## src/rtl/uart_pkg.sv

```systemverilog
// Shared definitions for the parametrised UART receiver: parity modes, FSM states, clog2.
// UART_RX_BREAK_DET_EN adds the break-wait state.
package uart_pkg;

   localparam int unsigned PARITY_NONE = 0;
   localparam int unsigned PARITY_ODD  = 1;
   localparam int unsigned PARITY_EVEN = 2;

`ifdef UART_RX_BREAK_DET_EN
   typedef enum logic [2:0] {ST_IDLE, ST_START, ST_DATA, ST_PARITY, ST_STOP, ST_BREAK} rx_state_e;
`else
   typedef enum logic [2:0] {ST_IDLE, ST_START, ST_DATA, ST_PARITY, ST_STOP} rx_state_e;
`endif

   function automatic int unsigned clog2(input int unsigned value);
      int unsigned res;
      res = 0;
      for (int unsigned v = 1; v < value; v = v << 1) begin
         res = res + 1;
      end
      return res;
   endfunction

endpackage

```

## src/rtl/uart_rx_param_sync_fifo.sv

```systemverilog
// First-word-fall-through receive FIFO with registered head output.
// Pointers carry one extra wrap bit so full/empty come from a plain compare.
module sync_fifo
   import uart_pkg::*;
#(
   parameter int unsigned WIDTH = 8,
   parameter int unsigned DEPTH = 4
) (
   input  logic             clk,
   input  logic             reset,
   input  logic             push,
   input  logic             pop,
   input  logic [WIDTH-1:0] wdata,
   output logic [WIDTH-1:0] rdata,
   output logic             empty,
   output logic             full
);

   localparam int unsigned AW = clog2(DEPTH);
   localparam logic [AW:0] PTR_ONE = (AW + 1)'(1);

   logic [WIDTH-1:0] mem_q [DEPTH];
   logic [WIDTH-1:0] mem_d [DEPTH];
   logic [AW:0]      wptr_q, wptr_d, rptr_q, rptr_d;
   logic [WIDTH-1:0] rdata_q, rdata_d;
   logic             do_push, do_pop;

   assign empty   = (wptr_q == rptr_q);
   assign full    = (wptr_q[AW-1:0] == rptr_q[AW-1:0]) && (wptr_q[AW] != rptr_q[AW]);
   assign do_pop  = pop && !empty;
   assign do_push = push && (!full || do_pop);
   assign rdata   = rdata_q;

   always_comb begin
      mem_d  = mem_q;
      wptr_d = wptr_q;
      rptr_d = rptr_q;
      if (do_push) begin
         mem_d[wptr_q[AW-1:0]] = wdata;
         wptr_d                = wptr_q + PTR_ONE;
      end
      if (do_pop) begin
         rptr_d = rptr_q + PTR_ONE;
      end
      // Head is taken from the post-update array so a push into an empty FIFO is visible at once.
      rdata_d = mem_d[rptr_d[AW-1:0]];
   end

   always_ff @(posedge clk) begin
      if (reset) begin
         wptr_q  <= '0;
         rptr_q  <= '0;
         rdata_q <= '0;
      end else begin
         wptr_q  <= wptr_d;
         rptr_q  <= rptr_d;
         rdata_q <= rdata_d;
      end
   end

   always_ff @(posedge clk) begin
      mem_q <= mem_d;
   end

endmodule

```

## src/rtl/uart_rx_param.sv

```systemverilog
// Parametrised UART receiver: 2-FF synchroniser, 3-sample majority vote, frame FSM, receive FIFO.
// Define UART_RX_BREAK_DET_EN to add the break_det output and the BREAK wait state.
module uart_rx_param
   import uart_pkg::*;
#(
   parameter int unsigned DATA_BITS    = 8,
   parameter int unsigned CLKS_PER_BIT = 2600,
   parameter int unsigned PARITY       = 0,
   parameter int unsigned STOP_BITS    = 1,
   parameter int unsigned FIFO_DEPTH   = 4
) (
   input  logic                 clk,
   input  logic                 reset,
   input  logic                 rx,
   input  logic                 rd_uart,
   output logic [DATA_BITS-1:0] r_data,
   output logic                 rx_empty,
   output logic                 rx_full,
   output logic                 frame_err,
   output logic                 parity_err,
   output logic                 overrun,
`ifdef UART_RX_BREAK_DET_EN
   output logic                 break_det,
`endif
   output logic                 busy
);

   localparam int unsigned      CNT_W      = clog2(CLKS_PER_BIT);
   localparam logic [CNT_W-1:0] CENTRE_CNT = CNT_W'(CLKS_PER_BIT / 2);
   localparam logic [CNT_W-1:0] BIT_CNT    = CNT_W'(CLKS_PER_BIT - 1);
   localparam logic [CNT_W-1:0] CNT_ONE    = CNT_W'(1);
   localparam logic [3:0]       LAST_DATA  = 4'(DATA_BITS - 1);
   localparam logic [3:0]       LAST_STOP  = 4'(STOP_BITS - 1);

   rx_state_e            state_q, state_d;
   logic                 sync1_q, sync1_d, sync2_q, sync2_d;
   logic                 prev_q, prev_d, prev2_q, prev2_d;
   logic [1:0]           valid_q, valid_d;
   logic                 armed_q, armed_d;
   logic [CNT_W-1:0]     cnt_q, cnt_d;
   logic [3:0]           bit_q, bit_d;
   logic [DATA_BITS-1:0] shreg_q, shreg_d;
   logic                 par_q, par_d, done_q, done_d;
   logic                 frame_err_q, frame_err_d, parity_err_q, parity_err_d;
   logic                 overrun_q, overrun_d;
`ifdef UART_RX_BREAK_DET_EN
   logic                 zero_q, zero_d, break_det_q, break_det_d;
`endif
   logic                 vote, tick, par_ok, pop_eff, push;

   assign vote    = (sync2_q & prev_q) | (sync2_q & prev2_q) | (prev_q & prev2_q);
   assign tick    = (cnt_q == '0);
   assign pop_eff = rd_uart && !rx_empty;
   assign push    = done_q && par_ok && (!rx_full || pop_eff);

   always_comb begin
      case (PARITY)
         PARITY_ODD:  par_ok = par_q;
         PARITY_EVEN: par_ok = !par_q;
         default:     par_ok = 1'b1;
      endcase
   end

   // Start detection is armed only once a real (post-reset) high has been seen on the line,
   // so a line held low through reset cannot fake a falling edge.
   always_comb begin
      sync1_d      = rx;
      sync2_d      = sync1_q;
      prev_d       = sync2_q;
      prev2_d      = prev_q;
      valid_d      = {valid_q[0], 1'b1};
      armed_d      = armed_q | (valid_q[1] & sync2_q);
      state_d      = state_q;
      cnt_d        = tick ? cnt_q : cnt_q - CNT_ONE;
      bit_d        = bit_q;
      shreg_d      = shreg_q;
      par_d        = par_q;
      done_d       = 1'b0;
      frame_err_d  = 1'b0;
      parity_err_d = done_q && !par_ok;
      overrun_d    = done_q && par_ok && rx_full && !pop_eff;
`ifdef UART_RX_BREAK_DET_EN
      zero_d       = zero_q;
      break_det_d  = 1'b0;
`endif
      case (state_q)
         ST_IDLE: begin
            if (armed_q && prev_q && !sync2_q) begin
               state_d = ST_START;
               cnt_d   = CENTRE_CNT;
            end
         end
         ST_START: begin
            if (tick) begin
               cnt_d = BIT_CNT;
               bit_d = '0;
               par_d = 1'b0;
`ifdef UART_RX_BREAK_DET_EN
               zero_d = 1'b1;
`endif
               state_d = vote ? ST_IDLE : ST_DATA;
            end
         end
         ST_DATA: begin
            if (tick) begin
               cnt_d   = BIT_CNT;
               shreg_d = {vote, shreg_q[DATA_BITS-1:1]};
               par_d   = par_q ^ vote;
`ifdef UART_RX_BREAK_DET_EN
               zero_d  = zero_q & !vote;
`endif
               if (bit_q == LAST_DATA) begin
                  bit_d   = '0;
                  state_d = (PARITY != PARITY_NONE) ? ST_PARITY : ST_STOP;
               end else begin
                  bit_d = bit_q + 4'd1;
               end
            end
         end
         ST_PARITY: begin
            if (tick) begin
               cnt_d   = BIT_CNT;
               par_d   = par_q ^ vote;
`ifdef UART_RX_BREAK_DET_EN
               zero_d  = zero_q & !vote;
`endif
               bit_d   = '0;
               state_d = ST_STOP;
            end
         end
         ST_STOP: begin
            if (tick) begin
               cnt_d = BIT_CNT;
               if (!vote) begin
`ifdef UART_RX_BREAK_DET_EN
                  if (zero_q) begin
                     break_det_d = 1'b1;
                     state_d     = ST_BREAK;
                  end else begin
                     frame_err_d = 1'b1;
                     state_d     = ST_IDLE;
                  end
`else
                  frame_err_d = 1'b1;
                  state_d     = ST_IDLE;
`endif
               end else if (bit_q == LAST_STOP) begin
                  done_d  = 1'b1;
                  state_d = ST_IDLE;
               end else begin
                  bit_d = bit_q + 4'd1;
               end
            end
         end
`ifdef UART_RX_BREAK_DET_EN
         ST_BREAK: begin
            if (sync2_q) state_d = ST_IDLE;
         end
`endif
         default: state_d = ST_IDLE;
      endcase
   end

   always_ff @(posedge clk) begin
      if (reset) begin
         state_q      <= ST_IDLE;
         sync1_q      <= 1'b1;
         sync2_q      <= 1'b1;
         prev_q       <= 1'b1;
         prev2_q      <= 1'b1;
         valid_q      <= '0;
         armed_q      <= 1'b0;
         cnt_q        <= '0;
         bit_q        <= '0;
         shreg_q      <= '0;
         par_q        <= 1'b0;
         done_q       <= 1'b0;
         frame_err_q  <= 1'b0;
         parity_err_q <= 1'b0;
         overrun_q    <= 1'b0;
`ifdef UART_RX_BREAK_DET_EN
         zero_q       <= 1'b0;
         break_det_q  <= 1'b0;
`endif
      end else begin
         state_q      <= state_d;
         sync1_q      <= sync1_d;
         sync2_q      <= sync2_d;
         prev_q       <= prev_d;
         prev2_q      <= prev2_d;
         valid_q      <= valid_d;
         armed_q      <= armed_d;
         cnt_q        <= cnt_d;
         bit_q        <= bit_d;
         shreg_q      <= shreg_d;
         par_q        <= par_d;
         done_q       <= done_d;
         frame_err_q  <= frame_err_d;
         parity_err_q <= parity_err_d;
         overrun_q    <= overrun_d;
`ifdef UART_RX_BREAK_DET_EN
         zero_q       <= zero_d;
         break_det_q  <= break_det_d;
`endif
      end
   end

   assign busy       = (state_q != ST_IDLE);
   assign frame_err  = frame_err_q;
   assign parity_err = parity_err_q;
   assign overrun    = overrun_q;
`ifdef UART_RX_BREAK_DET_EN
   assign break_det  = break_det_q;
`endif

   sync_fifo #(
      .WIDTH (DATA_BITS),
      .DEPTH (FIFO_DEPTH)
   ) u_fifo (
      .clk   (clk),
      .reset (reset),
      .push  (push),
      .pop   (pop_eff),
      .wdata (shreg_q),
      .rdata (r_data),
      .empty (rx_empty),
      .full  (rx_full)
   );

endmodule

```

## config.mk

```make
export PLATFORM = sky130hd
export DESIGN_NAME = uart_rx_param
export DESIGN_NICKNAME = d
export VERILOG_FILES = /design/src/rtl/uart_pkg.sv /design/src/rtl/uart_rx_param_sync_fifo.sv /design/src/rtl/uart_rx_param.sv
export SDC_FILE = /design/constraint.sdc
export NUM_CORES = 1
export LEC_CHECK = 0
export ABC_AREA = 1
export CORE_MARGIN = 5
export CORE_UTILIZATION = 60
export DETAILED_ROUTE_END_ITERATION = 7
export PLACE_DENSITY = 0.79
export SLEW_MARGIN = 20
export SYNTH_ARGS = -nofsm -noshare
export SYNTH_HDL_FRONTEND = slang
export SYNTH_SLANG_ARGS = --single-unit
export TNS_END_PERCENT = 20
```

## constraint.sdc

```tcl
create_clock -name clk -period 1.8 [get_ports clk]
set_input_delay 0.36 -clock clk [delete_from_list [all_inputs] [get_ports clk]]
set_output_delay 0.36 -clock clk [all_outputs]
set_load 0.05 [all_outputs]
```

Yosys cells after proc, flatten, opt, wreduce, memory -nomap -nowiden. Cells that the tools add are included.

Flip-flop bits (word level): 83. Bits of input ports: 4. Output and inout port bits: 14. Logic and storage cells: 119.

Add/sub/neg operators: 4. Order comparisons: 3. Equal/unequal tests: 18. Muxes and demuxes: 32. Bitwise logic cells: 12. Reductions and logical operators: 28.

Operators with widths (number): $mux 12 (3); $bwmux 32 (1); $mux 32 (1); $mux 3 (8); $mux 4 (6); $mux 8 (3); $pmux 12 s2 (1); $bmux 8 s2 (1); $demux 8 s2 (1); $ne 2x2->1 const B (8); $pmux 3 s5 (1); $logic_not 12->1 (1); $pmux 4 s3 (1); $sub 12x1->12 const B (1); $logic_and 1x1->1 (10); $reduce_or 4->1 (2); $reduce_and 7->1 (1); $add 3x1->3 const B (2); $eq 3x2->1 const B (2); $ge 3x3->1 const B (2); $not 2->3 (2); $reduce_and 6->1 (1); $reduce_bool 3->1 (2); $add 4x1->4 const B (1); 21 further kinds (35).

Logic depth before layout (Yosys ltp).
Word-level depth: 10. Gate-level depth with buffers: 12. Gate-level depth less buffers: 12.

By module. From an unflattened synthesis, not the netlist that was laid out.

Cell total of the unflattened synthesis: 630. Area total of the unflattened synthesis: 4362.9 µm².

By module, submodules not included: sync_fifo (times used 1, cells each 366, area each 2492.4 µm², sequential area each 920.9 µm²); uart_rx_param (times used 1, cells each 264, area each 1870.5 µm², sequential area each 740.7 µm²).

Worst setup path before layout. OpenSTA, ideal clock, no wires.

Path kind: register -> register. Start: reg u_fifo.wptr_q[1]. End: reg u_fifo.rdata_q[7], in the netlist u_fifo.rdata[7]. Library setup time: 117 ps. Data arrival time: 1429 ps. Data required time: 1683 ps. Slack: 254 ps. Cell stages (with the launch flop): 9. Buffers on the path: 2. Clock period less this slack: 1546 ps. Path through: dfxtp_1 -> ha_1 -> clkbuf_1 -> clkbuf_1 -> o21ai_0 -> nand3_1 -> nand2_1 -> o211ai_1 -> nand2_1.

RTL lines: from (decl) (line uart_rx_param_sync_fifo.sv:24) `logic [AW:0] wptr_q, wptr_d, rptr_q, rptr_d;`; from (signal assigned) (line uart_rx_param_sync_fifo.sv:55) `wptr_q <= wptr_d;`; to (signal assigned) (line uart_rx_param_sync_fifo.sv:57) `rdata_q <= rdata_d;`; to (decl) (line uart_rx_param_sync_fifo.sv:25) `logic [WIDTH-1:0] rdata_q, rdata_d;`.

Final worst setup path.
Start: reg cnt_q[0]. End: reg cnt_q[2].

Word-level cells in the longest chain between the ends: 4. Elaborated cells between the ends (all ways): 6. Those cells by class: add/sub (1); mux (4); reduce/logical (1).

RTL lines: from (decl) (line uart_rx_param.sv:40) `logic [CNT_W-1:0] cnt_q, cnt_d;`; from (signal assigned) (line uart_rx_param.sv:193) `cnt_q <= cnt_d;`; $sub 12x1->12 or $logic_not 12->1 (tied branches) (line uart_rx_param.sv:74, uart_rx_param.sv:52); $mux 12 (line uart_rx_param.sv:74) `cnt_d = tick ? cnt_q : cnt_q - CNT_ONE;`; $mux 12, on equally long branches; $pmux 12 s2 * (line uart_rx_param.sv:86) `case (state_q)`.

Mark *: on every way between the ends. The rest lies on a longest branch, timed or not. A chain may end at the register's enable or synchronous reset.

==> results.py <==
metrics = {
    "grt": {
        "grt_pass1_vias": 3832,
        "antenna_found_initial": 0,
        "grt_use_total_pct": 23.8,
        "grt_overflow": 0,
        "grt_max_degree": 33,
        "grt_pass1_wl_um": 16900,
    },
    "yosys": {
        "syn_inst": 601,
        "avgSynthCellArea_um2": 7.02,
        "async_flop_share_pct": 0,
        "yosys_warnings": 0,
        "synth.distinct_cells": 37,
        "synthesis.area_mm2": 0.00422,
        "synth_edf_count": 0,
        "synth.net_count": 615,
        "synth.yosys.seq_area_share_pct": 39.4,
        "ys_seq_elements": 83,
        "synth-main-ff-cell": "dfxtp_1",
    },
    "worst_setup_path": {
        "r2r-end": "cnt_q[2]",
        "crit_chain": "inv_1 > ha_1 > nand2_1 > nor2_4 > nand3_4 > inv_2 > nand2_1 > nand3_1 > o21a_1 > inv_1 > a21oi_1",
        "cp_slowest_cell": "dfxtp_1",
        "start_kind": "flip-flop",
        "critPathTopFamily": "simple AND/OR/NAND/NOR gates",
        "worst-path-stages": 11,
        "crit_start": "cnt_q[0]",
        "regToRegSetupSlack_ns": 0.02,
        "cp.required_ns": 2.08,
        "reg2reg_from": "cnt_q[0]",
        "critical-path-max-stage-delay_ns": 0.33,
        "reg2reg_depth": 11,
        "cp-endpoint": "cnt_q[2]",
        "endpoint_kind": "flip-flop",
        "cp.arrival_ns": 2.06,
        "path_class": "flip-flop to flip-flop",
        "critical_path_peak_fanout": 9,
        "critical_path_buf_inv_count": 3,
    },
    "detailed_routing": {
        "wirelength_um": 10000,
        "via_count": 3928,
        "drc": 0,
        "routedWlPerCell_um": 13.6,
        "dr.pass1.iters": 5,
        "viasPerCell": 5.34,
        "drtAntennaViolNets": 0,
        "dr.first_iter.drc_count": 196,
    },
    "timing": {
        "post-route-period-util_pct": 98.8,
        "skew_ns": 0.00918,
        "fin_ws_ns": 0.0224,
        "rsz0062_at_grt": "true",
        "timing.fmax_mhz": 563,
        "min_period_ns": 1.78,
        "setup_viol_count_final": 0,
        "slew_viol_final": 0,
        "hold_viol_final": 0,
    },
    "clocking": {
        "clk_latency_ns": 0.35,
        "htreeDepth": 3,
        "cts_tree": "built",
        "cts_setup_buffers": 0,
        "cts_buffers": 9,
        "clk_pin_slew_ns": 0.09,
        "clock-sinks": 83,
        "clockBufferDepth": 2,
        "cts_root_buffer": "clkbuf_8",
    },
    "cells_and_area": {
        "post-route-cell-area_mm2": 0.00482,
        "drive_gt1_share_pct": 13.9,
        "final_util_pct": 70.5,
        "area_growth_pct": 14.2,
        "fillers": 583,
        "num-nets-final": 648,
        "diodes": 0,
    },
    "min_path": {
        "holdCritPathClass": "flip-flop to flip-flop",
        "holdPathStages": 1,
    },
    "placement": {
        "place_ws_ns": -0.0104,
        "place_hpwl_um": 6790,
        "gp_congestion": 0.893,
        "placed_area_mm2": 0.00462,
        "io_buffers": 16,
    },
    "die": {
        "die_x_um": 93.8,
        "die_area_mm2": 0.00881,
        "num_rows": 30,
        "ios": 18,
        "die_h_um": 93.8,
        "core_mm2": 0.00683,
        "start_util_pct": 61.7,
    },
    "job": {
        "max_cap_violations": 0,
    },
    "run_status": {
        "outcome": "complete, no violations",
    },
    "power_and_ir_drop": {
        "vdd_ir_drop_max_v": 0.000645,
        "powerDensity_mw_per_mm2": 1090,
        "power.total_mw": 5.24,
        "leakagePower_nw": 2.19,
    },
}
-- state kept, by name (all words and copies together), names as in the netlist, 2 cells and up --
register,cells
u_fifo.wptr_q,3
cnt_q,12
u_fifo.mem_q,32
bit_q,4
u_fifo.rdata,8
state_q,3
u_fifo.rptr_q,3
shreg_q,8
valid_q,2
-- how the worst min path moves through the flow --
stage	from	endpoint	slack [ns]
4_1_cts	sync1_q	prev_d	0.42
2_1_floorplan	valid_q[0]	valid_q[1]	0.39
6_report	sync1_q	prev_d	0.42
5_1_grt	sync1_q	prev_d	0.42
3_3_place_gp	valid_q[0]	valid_q[1]	0.39
3_5_place_dp	sync1_q	prev_d	0.40
-- routing by layer --
| metal | up-vias | part of all wire [%] | global-route usage [%] |
|---|---|---|---|
| li1 | 2002 | - | - |
| met1 | 1815 | 47 | 29.9 |
| met2 | 100 | 48 | 41.0 |
| met3 | 11 | 4.5 | 3.29 |
| met4 | 0 | 0.99 | 9.03 |
| met5 | - | 0 | 0 |
-- synthesized netlist by cell type, drive strengths merged, types with 4 or more instances --
| cell type | count | area share [%] |
|---|---|---|
| a21oi | 31 | 3.7 |
| clkbuf | 10 | 0.89 |
| nand3 | 90 | 11 |
| inv | 84 | 7.5 |
| dfxtp | 83 | 39 |
| nand4 | 5 | 1.5 |
| ha | 10 | 3.0 |
| buf | 14 | 2.9 |
| or2 | 4 | 0.59 |
| nand2 | 146 | 14 |
| nor3 | 4 | 0.47 |
| nor2 | 43 | 4.4 |
| xor2 | 5 | 1.0 |
| o21ai | 58 | 7.2 |
-- worst register-to-register path, cell delays in order, from the launching register on --
cell     delay (ns)
dfxtp_1        0.33
inv_1          0.12
ha_1           0.16
nand2_1        0.09
nor2_4         0.14
nand3_4        0.17
inv_2          0.17
nand2_1        0.13
nand3_1        0.10
o21a_1         0.13
inv_1          0.04
a21oi_1        0.12
-- area by class of cell --
| class | count | area, um^2 | share of cell area, % |
|---|---|---|---|
| Multi-Input combinational cell | 410 | 2090 | 43.5 |
| Timing Repair Buffer | 46 | 440 | 9.14 |
| Clock buffer | 11 | 131 | 2.73 |
| Clock inverter | 5 | 53.8 | 1.12 |
| Tap cell | 96 | 120 | 2.49 |
| Inverter | 84 | 315 | 6.55 |
| Sequential cell | 83 | 1660 | 34.5 |
-- cells in the final DEF, fill, tap and decap left out, types with 3 or more instances in the layout --
| cell | n |
|---|---|
| nand2_1 | 138 |
| nand3_1 | 87 |
| dfxtp_1 | 82 |
| inv_1 | 78 |
| o21ai_0 | 53 |
| nor2_1 | 38 |
| buf_4 | 36 |
| a21oi_1 | 31 |
| ha_1 | 10 |
| clkbuf_8 | 9 |
| buf_12 | 7 |
| inv_2 | 6 |
| xor2_1 | 5 |
| nand2_2 | 4 |
| nand2_4 | 4 |
| or2_2 | 4 |
| nor2_2 | 3 |
| o21ai_1 | 3 |
| nand4_1 | 3 |
| nor3_1 | 3 |
| o22ai_1 | 3 |
| clkinv_2 | 3 |
| clkdlybuf4s50_1 | 3 |
-- report_power, final --
| part | switching, mW | internal (mW) |
|---|---|---|
| Combinational | 1.16 | 0.621 |
| Sequential | 0.135 | 2.02 |
| Clock | 0.661 | 0.639 |
| Total | 1.96 | 3.28 |
-- metrics by stage --
stage,hold slack (ns),instances,TNS (ns)
2_1_floorplan,0.388,601,0
3_3_place_gp,0.390,719,0
3_5_place_dp,0.403,719,-0.0172
4_1_cts,0.420,735,0
5_1_grt,0.425,735,-0.0810
6_report,0.417,735,0
-- cell families (layout without fill, tap and decap cells) --
kind of cell | Yosys count | in the layout | share of synthesized area [%]
AOI/OAI and AO/OA | 98 | 98 | 12.4
muxes | 2 | 2 | 0.475
other | 1 | 1 | 0.0889
xor gates and xnor gates | 5 | 5 | 1.04
DFF | 83 | 83 | 39.4
adders and majority gates | 10 | 10 | 2.97
buffers and inverters | 108 | 146 | 11.3
and+or+nand+nor | 294 | 294 | 32.4
-- timing repair --
item,CTS,global route
gates resized for setup,1,5
endpoints found under the setup margin,1,6
pin swaps,0,0
hold buffers,0,0
No activity file was read; power rests on OpenSTA's default activity.
